## config.mk

```make
export PLATFORM = sky130hd
export DESIGN_NAME = bus_frame_receiver
export DESIGN_NICKNAME = d
export VERILOG_FILES = /design/src/rtl/bus_pkg.sv /design/src/rtl/crc4_serial.sv /design/src/rtl/bus_frame_receiver.sv
export SDC_FILE = /design/constraint.sdc
export NUM_CORES = 1
export LEC_CHECK = 0
export ABC_AREA = 1
export CAP_MARGIN = 20
export CORE_MARGIN = 1.5
export CORE_UTILIZATION = 50
export DETAILED_ROUTE_END_ITERATION = 7
export PLACE_DENSITY = 0.72
export SYNTH_ARGS = -nofsm -noshare
export SYNTH_HDL_FRONTEND = slang
export SYNTH_SLANG_ARGS = --single-unit
```

## constraint.sdc

```tcl
create_clock -name clock -period 1.7 [get_ports clock]
set_input_delay 0.34 -clock clock [delete_from_list [all_inputs] [get_ports clock]]
set_output_delay 0.34 -clock clock [all_outputs]
set_load 0.01 [all_outputs]
```

## src/rtl/bus_pkg.sv

```systemverilog
// Shared bus constants, FSM state type and CRC-4 step function.
// Used by the per-node receiver and the bus transmitter.
package bus_pkg;

   localparam int ADDR_W = 4;
   localparam int DATA_W = 64;
   localparam int CRC_W  = 4;

   localparam logic [CRC_W-1:0]  CRC_POLY   = 4'h3;
   localparam logic [ADDR_W-1:0] BCAST_ADDR = 4'hF;
   localparam int FRAME_BITS = 1 + 2*ADDR_W + DATA_W + CRC_W;

   typedef enum logic [2:0] {
      ST_IDLE,
      ST_SRC,
      ST_DST,
      ST_DATA,
      ST_CRC
   } bus_state_e;

   function automatic logic [CRC_W-1:0] crc4_step(
      input logic [CRC_W-1:0] c,
      input logic             b
   );
      logic fb;
      fb = b ^ c[CRC_W-1];
      return {c[CRC_W-2:0], 1'b0} ^ (fb ? CRC_POLY : '0);
   endfunction

endpackage

```

## src/rtl/crc4_serial.sv

```systemverilog
// Bit-serial CRC-4 (x^4+x+1), one bit per enabled clock.
// Ports: clock, reset, clr (sync clear), en, bit_in -> crc.
module crc4_serial
   import bus_pkg::*;
(
   input  logic             clock,
   input  logic             reset,
   input  logic             clr,
   input  logic             en,
   input  logic             bit_in,
   output logic [CRC_W-1:0] crc
);

   logic [CRC_W-1:0] crc_q, crc_d;

   always_comb begin
      crc_d = crc_q;
      if (clr)
         crc_d = '0;
      else if (en)
         crc_d = crc4_step(crc_q, bit_in);
   end

   always_ff @(posedge clock) begin
      if (reset)
         crc_q <= '0;
      else
         crc_q <= crc_d;
   end

   assign crc = crc_q;

endmodule

```

## src/rtl/bus_frame_receiver.sv

```systemverilog
// Serial bus frame receiver: start|src|dst|data|crc, CRC + dst filter.
// Ports: clock, reset, bus_in, rx_ready -> rx_valid/src/data/bcast, crc_err, overrun, busy.
module bus_frame_receiver
   import bus_pkg::*;
#(
   parameter logic [ADDR_W-1:0] NODE_ADDR = 4'd1
)(
   input  logic              clock,
   input  logic              reset,
   input  logic              bus_in,
   input  logic              rx_ready,
   output logic              rx_valid,
   output logic [ADDR_W-1:0] rx_src,
   output logic [DATA_W-1:0] rx_data,
   output logic              rx_bcast,
   output logic              crc_err,
   output logic              overrun,
   output logic              busy
);

   localparam int SH_W = 2*ADDR_W + DATA_W;

   bus_state_e        state_q, state_d;
   logic [6:0]        cnt_q, cnt_d;
   logic [SH_W-1:0]   sh_q, sh_d;
   logic [CRC_W-1:0]  crx_q, crx_d;
   logic [CRC_W-1:0]  crc_calc;

   logic              vld_q, vld_d;
   logic [ADDR_W-1:0] src_q, src_d;
   logic [DATA_W-1:0] dat_q, dat_d;
   logic              bc_q, bc_d;
   logic              err_q, err_d;
   logic              ovr_q, ovr_d;

   logic              shift_en;
   logic              last;
   logic [ADDR_W-1:0] f_src, f_dst;
   logic [CRC_W-1:0]  crc_rx;
   logic              addr_ok;

   assign shift_en = (state_q == ST_SRC) ||
                     (state_q == ST_DST) ||
                     (state_q == ST_DATA);

   crc4_serial u_crc (
      .clock  (clock),
      .reset  (reset),
      .clr    (state_q == ST_IDLE),
      .en     (shift_en),
      .bit_in (bus_in),
      .crc    (crc_calc)
   );

   always_comb begin
      state_d = state_q;
      cnt_d   = cnt_q + 7'd1;
      sh_d    = sh_q;
      crx_d   = crx_q;
      if (shift_en)
         sh_d = {sh_q[SH_W-2:0], bus_in};
      unique case (state_q)
         ST_IDLE: begin
            cnt_d = '0;
            if (bus_in) state_d = ST_SRC;
         end
         ST_SRC: if (cnt_q == 7'(ADDR_W-1)) begin
            state_d = ST_DST;
            cnt_d   = '0;
         end
         ST_DST: if (cnt_q == 7'(ADDR_W-1)) begin
            state_d = ST_DATA;
            cnt_d   = '0;
         end
         ST_DATA: if (cnt_q == 7'(DATA_W-1)) begin
            state_d = ST_CRC;
            cnt_d   = '0;
         end
         ST_CRC: begin
            crx_d = {crx_q[CRC_W-2:0], bus_in};
            if (cnt_q == 7'(CRC_W-1)) begin
               state_d = ST_IDLE;
               cnt_d   = '0;
            end
         end
         default: begin
            state_d = ST_IDLE;
            cnt_d   = '0;
         end
      endcase
   end

   // The final crc bit is still on the wire, so splice it in here.
   assign last    = (state_q == ST_CRC) && (cnt_q == 7'(CRC_W-1));
   assign crc_rx  = {crx_q[CRC_W-2:0], bus_in};
   assign f_src   = sh_q[DATA_W+ADDR_W +: ADDR_W];
   assign f_dst   = sh_q[DATA_W +: ADDR_W];
   assign addr_ok = (f_dst == NODE_ADDR) || (f_dst == BCAST_ADDR);

   always_comb begin
      vld_d = vld_q;
      src_d = src_q;
      dat_d = dat_q;
      bc_d  = bc_q;
      err_d = 1'b0;
      ovr_d = 1'b0;
      if (vld_q && rx_ready)
         vld_d = 1'b0;
      if (last && addr_ok) begin
         if (crc_calc != crc_rx) begin
            err_d = 1'b1;
         end else if (vld_q && !rx_ready) begin
            ovr_d = 1'b1;
         end else begin
            vld_d = 1'b1;
            src_d = f_src;
            dat_d = sh_q[DATA_W-1:0];
            bc_d  = (f_dst == BCAST_ADDR);
         end
      end
   end

   always_ff @(posedge clock) begin
      if (reset) begin
         state_q <= ST_IDLE;
         cnt_q   <= '0;
         sh_q    <= '0;
         crx_q   <= '0;
         vld_q   <= 1'b0;
         src_q   <= '0;
         dat_q   <= '0;
         bc_q    <= 1'b0;
         err_q   <= 1'b0;
         ovr_q   <= 1'b0;
      end else begin
         state_q <= state_d;
         cnt_q   <= cnt_d;
         sh_q    <= sh_d;
         crx_q   <= crx_d;
         vld_q   <= vld_d;
         src_q   <= src_d;
         dat_q   <= dat_d;
         bc_q    <= bc_d;
         err_q   <= err_d;
         ovr_q   <= ovr_d;
      end
   end

   assign rx_valid = vld_q;
   assign rx_src   = src_q;
   assign rx_data  = dat_q;
   assign rx_bcast = bc_q;
   assign crc_err  = err_q;
   assign overrun  = ovr_q;
   assign busy     = (state_q != ST_IDLE);

endmodule

```

==> results.ini, run 1 <==
[outcome]
status=finished clean

[global_routing]
grt_pass1_vias=5319
grt_pass1_wl_um=23100
grt_use_total_pct=19.7
gr-total-overflow=0
antenna_found_initial=0
grt_max_degree=51

[synth]
yosys_warnings=0
ys_seq_area_share_pct=47.9
synth_cell_types=23
synth_edf_count=0
synth.top_cell.area_share_pct=47.9
synthArstFlopShare_pct=0
ys.flop_type=dfxtp_1
syn_inst=969
synth.area.top_cells=dfxtp_1, inv_1, nand2_1, nand4_1, a21oi_1
synth.most_common_cell=inv_1
synth_area_per_cell_um2=6.94
synth-seq-cells=161
ys_top_cells_by_count=inv_1, nand2_1, dfxtp_1
syn-cell-area_um2=6730
syn_nets=974
synth_top_area_cell=dfxtp_1

[critical_path]
crit_chain=inv_2 -> nand2_4 -> nor2_4 -> nand3_2 -> nor2_4 -> nand3_4 -> buf_12 -> clkbuf_16 -> nand2_2 -> inv_2 -> nor2_1
critPathLaunch=state_q[0]
worst_setup_path_end_kind=flop
cp-endpoint=rx_data[39]
crit_cells=11
rrSetupSlack_ns=0.006
cp_max_fo=8
timing.rr.start=state_q[0]
cp_slowest_cell=dfxtp_1
cp_num_buf_inv=4
critPathMaxStageDelay_ns=0.34
r2r_end=rx_data[39]
required_ns=2.06
setup.worst_path.start_class=flop
cp_top_family=simple AND/OR/NAND/NOR gates
cp.arrival_ns=2.05
worstRegToRegCells=11
path_class=flop to flop

[layout]
area_growth_pct=32.8
multi_input_area_um2=2670
drive_gt1_share_pct=15.2
fin_nets=1048
seq_area_um2=3230
utilization_pct=67.7
antenna_cells=0
fillers=1114

[timing]
slew_violations=0
worstMarginPinSlew_ns=0.284
whs_ns=0.466
timing.fmax_ghz=0.590
min_period_over_period_pct=99.7
finalHoldViolations=0
fin_crit_ns=1.69
worst_slack_ns=0.00574
relSlewSlack_pct=81.0
skew_ns=0.00664
finalSetupViolations=0
rsz0062_at_grt=yes

[clock_network]
clock_latency_ns=0.42
clk_pin_slew_ns=0.06
htree_levels=4
cts_sinks=161
cts_tree=built
clockBufferDepth=2
numCtsBuffers=17
root_buffer=clkbuf_16

[flow_run]
maxCapViolations=0

[die]
row_count=42
die_h_um=119
core-area_um2=13200
io_pins=77
die_area_um2=14200
die_w_um=119
initial_core_util_pct=51.0

[route]
dr.pass1.iters=5
wl_per_cell_um=12.4
drc=0
antenna_left=0
vias=5953
routed_wl_um=15300
drt_iter0_drc=479
post_drt_via_cell_ratio=4.84

[pwr]
ir_drop_uv=875
power.density_nw_per_um2=1390
p_leak_nw=3.78

[placement]
io_buffers=76
post-dp-hpwl_um=8280
dp_worst_setup_slack_ns=-0.264
place_congestion=0.777

[min_path]
hp-class=flop to flop

[cell usage in the layout (no fill, tap or decap), drive strengths merged]
master,n
a211oi,2
a21oi,79
buf,31
bufinv,1
clkbuf,34
clkdlybuf4s50,72
clkinv,2
clkinvlp,1
dfxtp,161
dlygate4sd2,1
dlymetal6s2s,3
ha,1
inv,226
nand2,175
nand3,8
nand4,70
nor2,101
nor3,2
nor3b,1
o21ai,77
o22ai,1
xnor2,5
xor2,1
[final cells by class]
| type | count | area share (%) |
|---|---|---|
| flip-flops and latches | 161 | 36.1 |
| multi-input cells | 523 | 29.9 |
| repair buffers | 114 | 15.6 |
| inverters | 226 | 9.52 |
| clock buffers | 27 | 5.85 |
| well taps | 176 | 2.46 |
| clock inverters | 4 | 0.532 |
[kinds of logic (layout without fill, tap and decap cells)]
family / after synthesis / in the layout / share of synthesized area, %
AO/OA/AOI/OAI: 159 / 159 / 11.9
XOR/XNOR: 6 / 6 / 0.781
adder cells (fa/ha/maj): 1 / 1 / 0.186
buffers and inverters: 285 / 371 / 16.1
flip-flops: 161 / 161 / 47.9
AND/OR/NAND/NOR: 357 / 357 / 23.1
[power by group]
group / internal, W / leakage, nW / switching (W)
Sequential: 0.00472 / 1.31 / 0.000466
Combinational: 0.00118 / 2.19 / 0.00235
Clock: 0.00224 / 0.279 / 0.00142
[registers in the layout, summed over array words and instances, names as in the netlist]
signal / cells
rx_bcast: 1
state_q: 3
rx_src: 4
overrun: 1
rx_valid: 1
rx_data: 64
crx_q: 3
cnt_q: 7
crc_err: 1
sh_q: 72
u_crc.crc: 4
[how the worst min path moves through the flow]
stage | from | to | slack, ns | depth (start not counted)
after CTS | sh_q[59] | sh_q[60] | 0.46 | 2
after floorplan | reset | rx_valid | 0.41 | 1
final | sh_q[44] | sh_q[45] | 0.47 | 2
after global routing | sh_q[39] | sh_q[40] | 0.49 | 2
after global placement | sh_q[28] | sh_q[29] | 0.45 | 2
after detailed placement | sh_q[28] | sh_q[29] | 0.46 | 2
[metal layers]
metal / routed length (um) / up-vias / track usage, % / share of wire [%]
li1: - / 3122 / - / -
met1: 6990 / 2659 / 24.7 / 46
met2: 7230 / 147 / 32.8 / 47
met3: 729 / 25 / 4.31 / 4.8
met4: 308 / 0 / 8.58 / 2.0
met5: 0 / - / 0 / 0
[tightest hold or removal path: stages (launching register included)]
cell     delay [ns]
dfxtp_1        0.30
inv_1          0.06
a21oi_1        0.05
[through the flow]
stage	setup TNS, ns	instance area [um2]	total power, W	std cells
floorplan	0	6730	0.00756	969
global placement	-14.33	7860	0.00853	1186
detailed placement	-15.86	7860	0.00861	1186
CTS	0	8440	0.0123	1217
global route	-3.07	8930	0.0132	1231
finish	0	8930	0.0124	1231
[repair_timing]
| item | CTS | global route |
|---|---|---|
| hold buffers | 0 | 0 |
| endpoints found under the setup margin | 7 | 75 |
| gates resized for setup | 4 | 98 |
| pin swaps | 1 | 56 |
| gates cloned | 0 | 12 |
| buffers inserted | 0 | 2 |
No activity file was read; power rests on OpenSTA's default activity.
==> run 2: changes to the inputs <==
--- a/config.mk
+++ b/config.mk
@@ -11,6 +11,7 @@
 export CORE_UTILIZATION = 50
 export DETAILED_ROUTE_END_ITERATION = 7
 export PLACE_DENSITY = 0.72
+export SKIP_CTS_REPAIR_TIMING = 1
 export SYNTH_ARGS = -nofsm -noshare
 export SYNTH_HDL_FRONTEND = slang
 export SYNTH_SLANG_ARGS = --single-unit
==> run 2 against run 1 <==
Effect of this change:
- the run now ends with negative setup slack left
- cell count fell by 0.73%
- hold slack got worse by 0.0031 ns
- combinational power fell by 2%
- setup slack got worse by 0.014 ns
- clock power barely moved
- sequential share of layout area rose by 1.4 points
- register-to-register slack barely moved
- sequential power barely moved
- wire length fell by 9.4%
- clock-buffer cell count did not move
- critical endpoint is now rx_data[48]
==> results.ini, run 2 (same netlist as run 1, synthesis figures left out) <==
[outcome]
status=finished, violations left
violations=negative setup slack

[layout]
design_area_um2=8590  ; -3.9%
finalNonFillerCells=1222  ; -0.73%
area_growth_pct=27.7
seq_area_um2=3230  ; about the same
multi_input_area_um2=2500  ; -6.3%
fin_nets=1039  ; -0.86%
utilization_pct=65.1  ; -2.6 points
top_register=sh_q
final_common_cell=inv_1
antenna_cells=0  ; unchanged
layout_common_cells=inv_1, nand2_1, dfxtp_1
fillers=1168  ; +4.8%
largest_reg_flops=72  ; unchanged
drive_gt1_share_pct=8.60  ; -6.6 points

[die]
io_pins=77  ; unchanged
core-area_um2=13200  ; unchanged
row_count=42  ; unchanged
die_area_um2=14200  ; unchanged
die_h_um=119  ; unchanged
die_w_um=119  ; unchanged
initial_core_util_pct=51.0  ; unchanged

[placement]
dpl_cell_area_um2=7860  ; unchanged
dp_worst_setup_slack_ns=-0.264  ; unchanged
io_buffers=76  ; unchanged
place_congestion=0.777  ; unchanged
place_inst=1186  ; unchanged
post-dp-hpwl_um=8280  ; unchanged

[critical_path]
rrSetupSlack_ns=-0.008  ; about the same
cp_top_family=simple AND/OR/NAND/NOR gates
cp_max_fo=5  ; -3
required_ns=2.06  ; about the same
timing.rr.start=cnt_q[0]
cpMostUsedCell=nor2_4
cp-endpoint=rx_data[48]
cp_slowest_cell=dfxtp_2
worstRegToRegCells=11  ; unchanged
worst_setup_path_end_kind=flop
cp_num_buf_inv=3  ; -1
r2r_end=rx_data[48]
setup.worst_path.start_class=flop
crit_chain=ha_4 -> nand2_4 -> nor2_4 -> nand3_2 -> nor2_4 -> nand3_4 -> buf_12 -> clkbuf_16 -> nand2_2 -> inv_1 -> nor2_1
critPathLaunch=cnt_q[0]
critPathMaxStageDelay_ns=0.35  ; about the same
crit_cells=11  ; unchanged
cp.arrival_ns=2.06  ; about the same
path_class=flop to flop

[global_routing]
grt_use_total_pct=19.7  ; unchanged
grt_pass1_wl_um=23100  ; about the same
grt_max_degree=51  ; unchanged
gr-total-overflow=0  ; unchanged
grt_pass1_vias=5322  ; +0.056%
antenna_found_initial=0  ; unchanged

[route]
drt_iter0_drc=357  ; -25%
drc=0  ; unchanged
wl_per_cell_um=11.3  ; -8.7%
post_drt_via_cell_ratio=4.73  ; -2.3%
routed_wl_um=13800  ; -9.4%
dr.pass1.iters=5  ; unchanged
antenna_left=0  ; unchanged
vias=5775  ; -3.0%

[flow_run]
maxCapViolations=0  ; unchanged

[clock_network]
cts_sinks=161  ; unchanged
htree_levels=4  ; unchanged
root_buffer=clkbuf_16
clock_latency_ns=0.42  ; about the same
cts_tree=built
clockBufferDepth=2  ; unchanged
numCtsBuffers=17  ; unchanged
clk_pin_slew_ns=0.06  ; about the same

[timing]
timing.fmax_ghz=0.585  ; -0.81%
relSlewSlack_pct=75.5  ; -5.5 points
finalSetupViolations=8  ; +8
rsz0062_at_grt=yes
skew_ns=0.0101  ; +0.00343 ns
min_period_over_period_pct=100  ; +0.81 points
worst_slack_ns=-0.00807  ; -0.0138 ns
worstMarginPinSlew_ns=0.367  ; +0.0827 ns
tns_ns=-0.0212  ; -0.0212 ns
slew_violations=0  ; unchanged
fin_crit_ns=1.71  ; +0.0138 ns
finalHoldViolations=0  ; unchanged

[pwr]
power.density_nw_per_um2=1430  ; +3.5%
p_leak_nw=3.66  ; -3.2%
ir_drop_uv=876  ; +0.10%

[min_path]
hp-class=flop to flop
hp-start=sh_q[44]

run 2: cell types whose count changed in the layout (fill, tap and decap cells not counted), moves of 4 or more:
cell and change:
nand2_2 -17, buf_6 -4, inv_1 +19, clkbuf_16 -6, nor2_2 -10, inv_2 -19, nand2_4 -12, nor2_1 +11
nand2_1 +29
run 2: area by class of cell:
class / instances / area share (%)
inverter: 226 / 9.91
multi-input combinational: 523 / 29.2
timing repair buffer: 105 / 14.2
tap: 176 / 2.56
clock buffer: 27 / 6.09
sequential: 161 / 37.6
clock inverter: 4 / 0.554
run 2: worst min path at each step:
stage	to	slack, ns	cells past startpoint
2_1_floorplan	rx_valid	0.41	1
3_3_place_gp	sh_q[29]	0.45	2
3_5_place_dp	sh_q[29]	0.46	2
4_1_cts	sh_q[60]	0.46	2
5_1_grt	sh_q[6]	0.49	2
6_report	sh_q[45]	0.46	2
run 2: power by group:
| part | switching [W] | leakage [nW] | internal (W) |
|---|---|---|---|
| logic | 0.00229 | 2.07 | 0.00118 |
| clock network | 0.00143 | 0.279 | 0.00224 |
| registers | 0.000462 | 1.31 | 0.00472 |
| total | 0.00418 | 3.66 | 0.00814 |
run 2: stage by stage:
step | power, W | hold WS [ns]
2_1_floorplan | 0.00756 | 0.409
3_3_place_gp | 0.00853 | 0.452
3_5_place_dp | 0.00861 | 0.456
4_1_cts | 0.0123 | 0.465
5_1_grt | 0.0132 | 0.487
6_report | 0.0123 | 0.463
run 2: worst register-to-register path: stages, from the launching register on:
cell and delay, ns:
dfxtp_2 0.35, ha_4 0.16, nand2_4 0.06, nor2_4 0.11, nand3_2 0.09, nor2_4 0.23, nand3_4 0.16, buf_12 0.17
clkbuf_16 0.16, nand2_2 0.05, inv_1 0.03, nor2_1 0.07
run 2: layer usage:
metal	GRT usage (%)	wire (um)	vias to the layer above	share of wire (%)
li1	-	-	3094	-
met1	24.7	6550	2523	47
met2	32.7	6390	137	46
met3	4.31	609	21	4.4
met4	8.58	278	0	2.0
met5	0	0	-	0
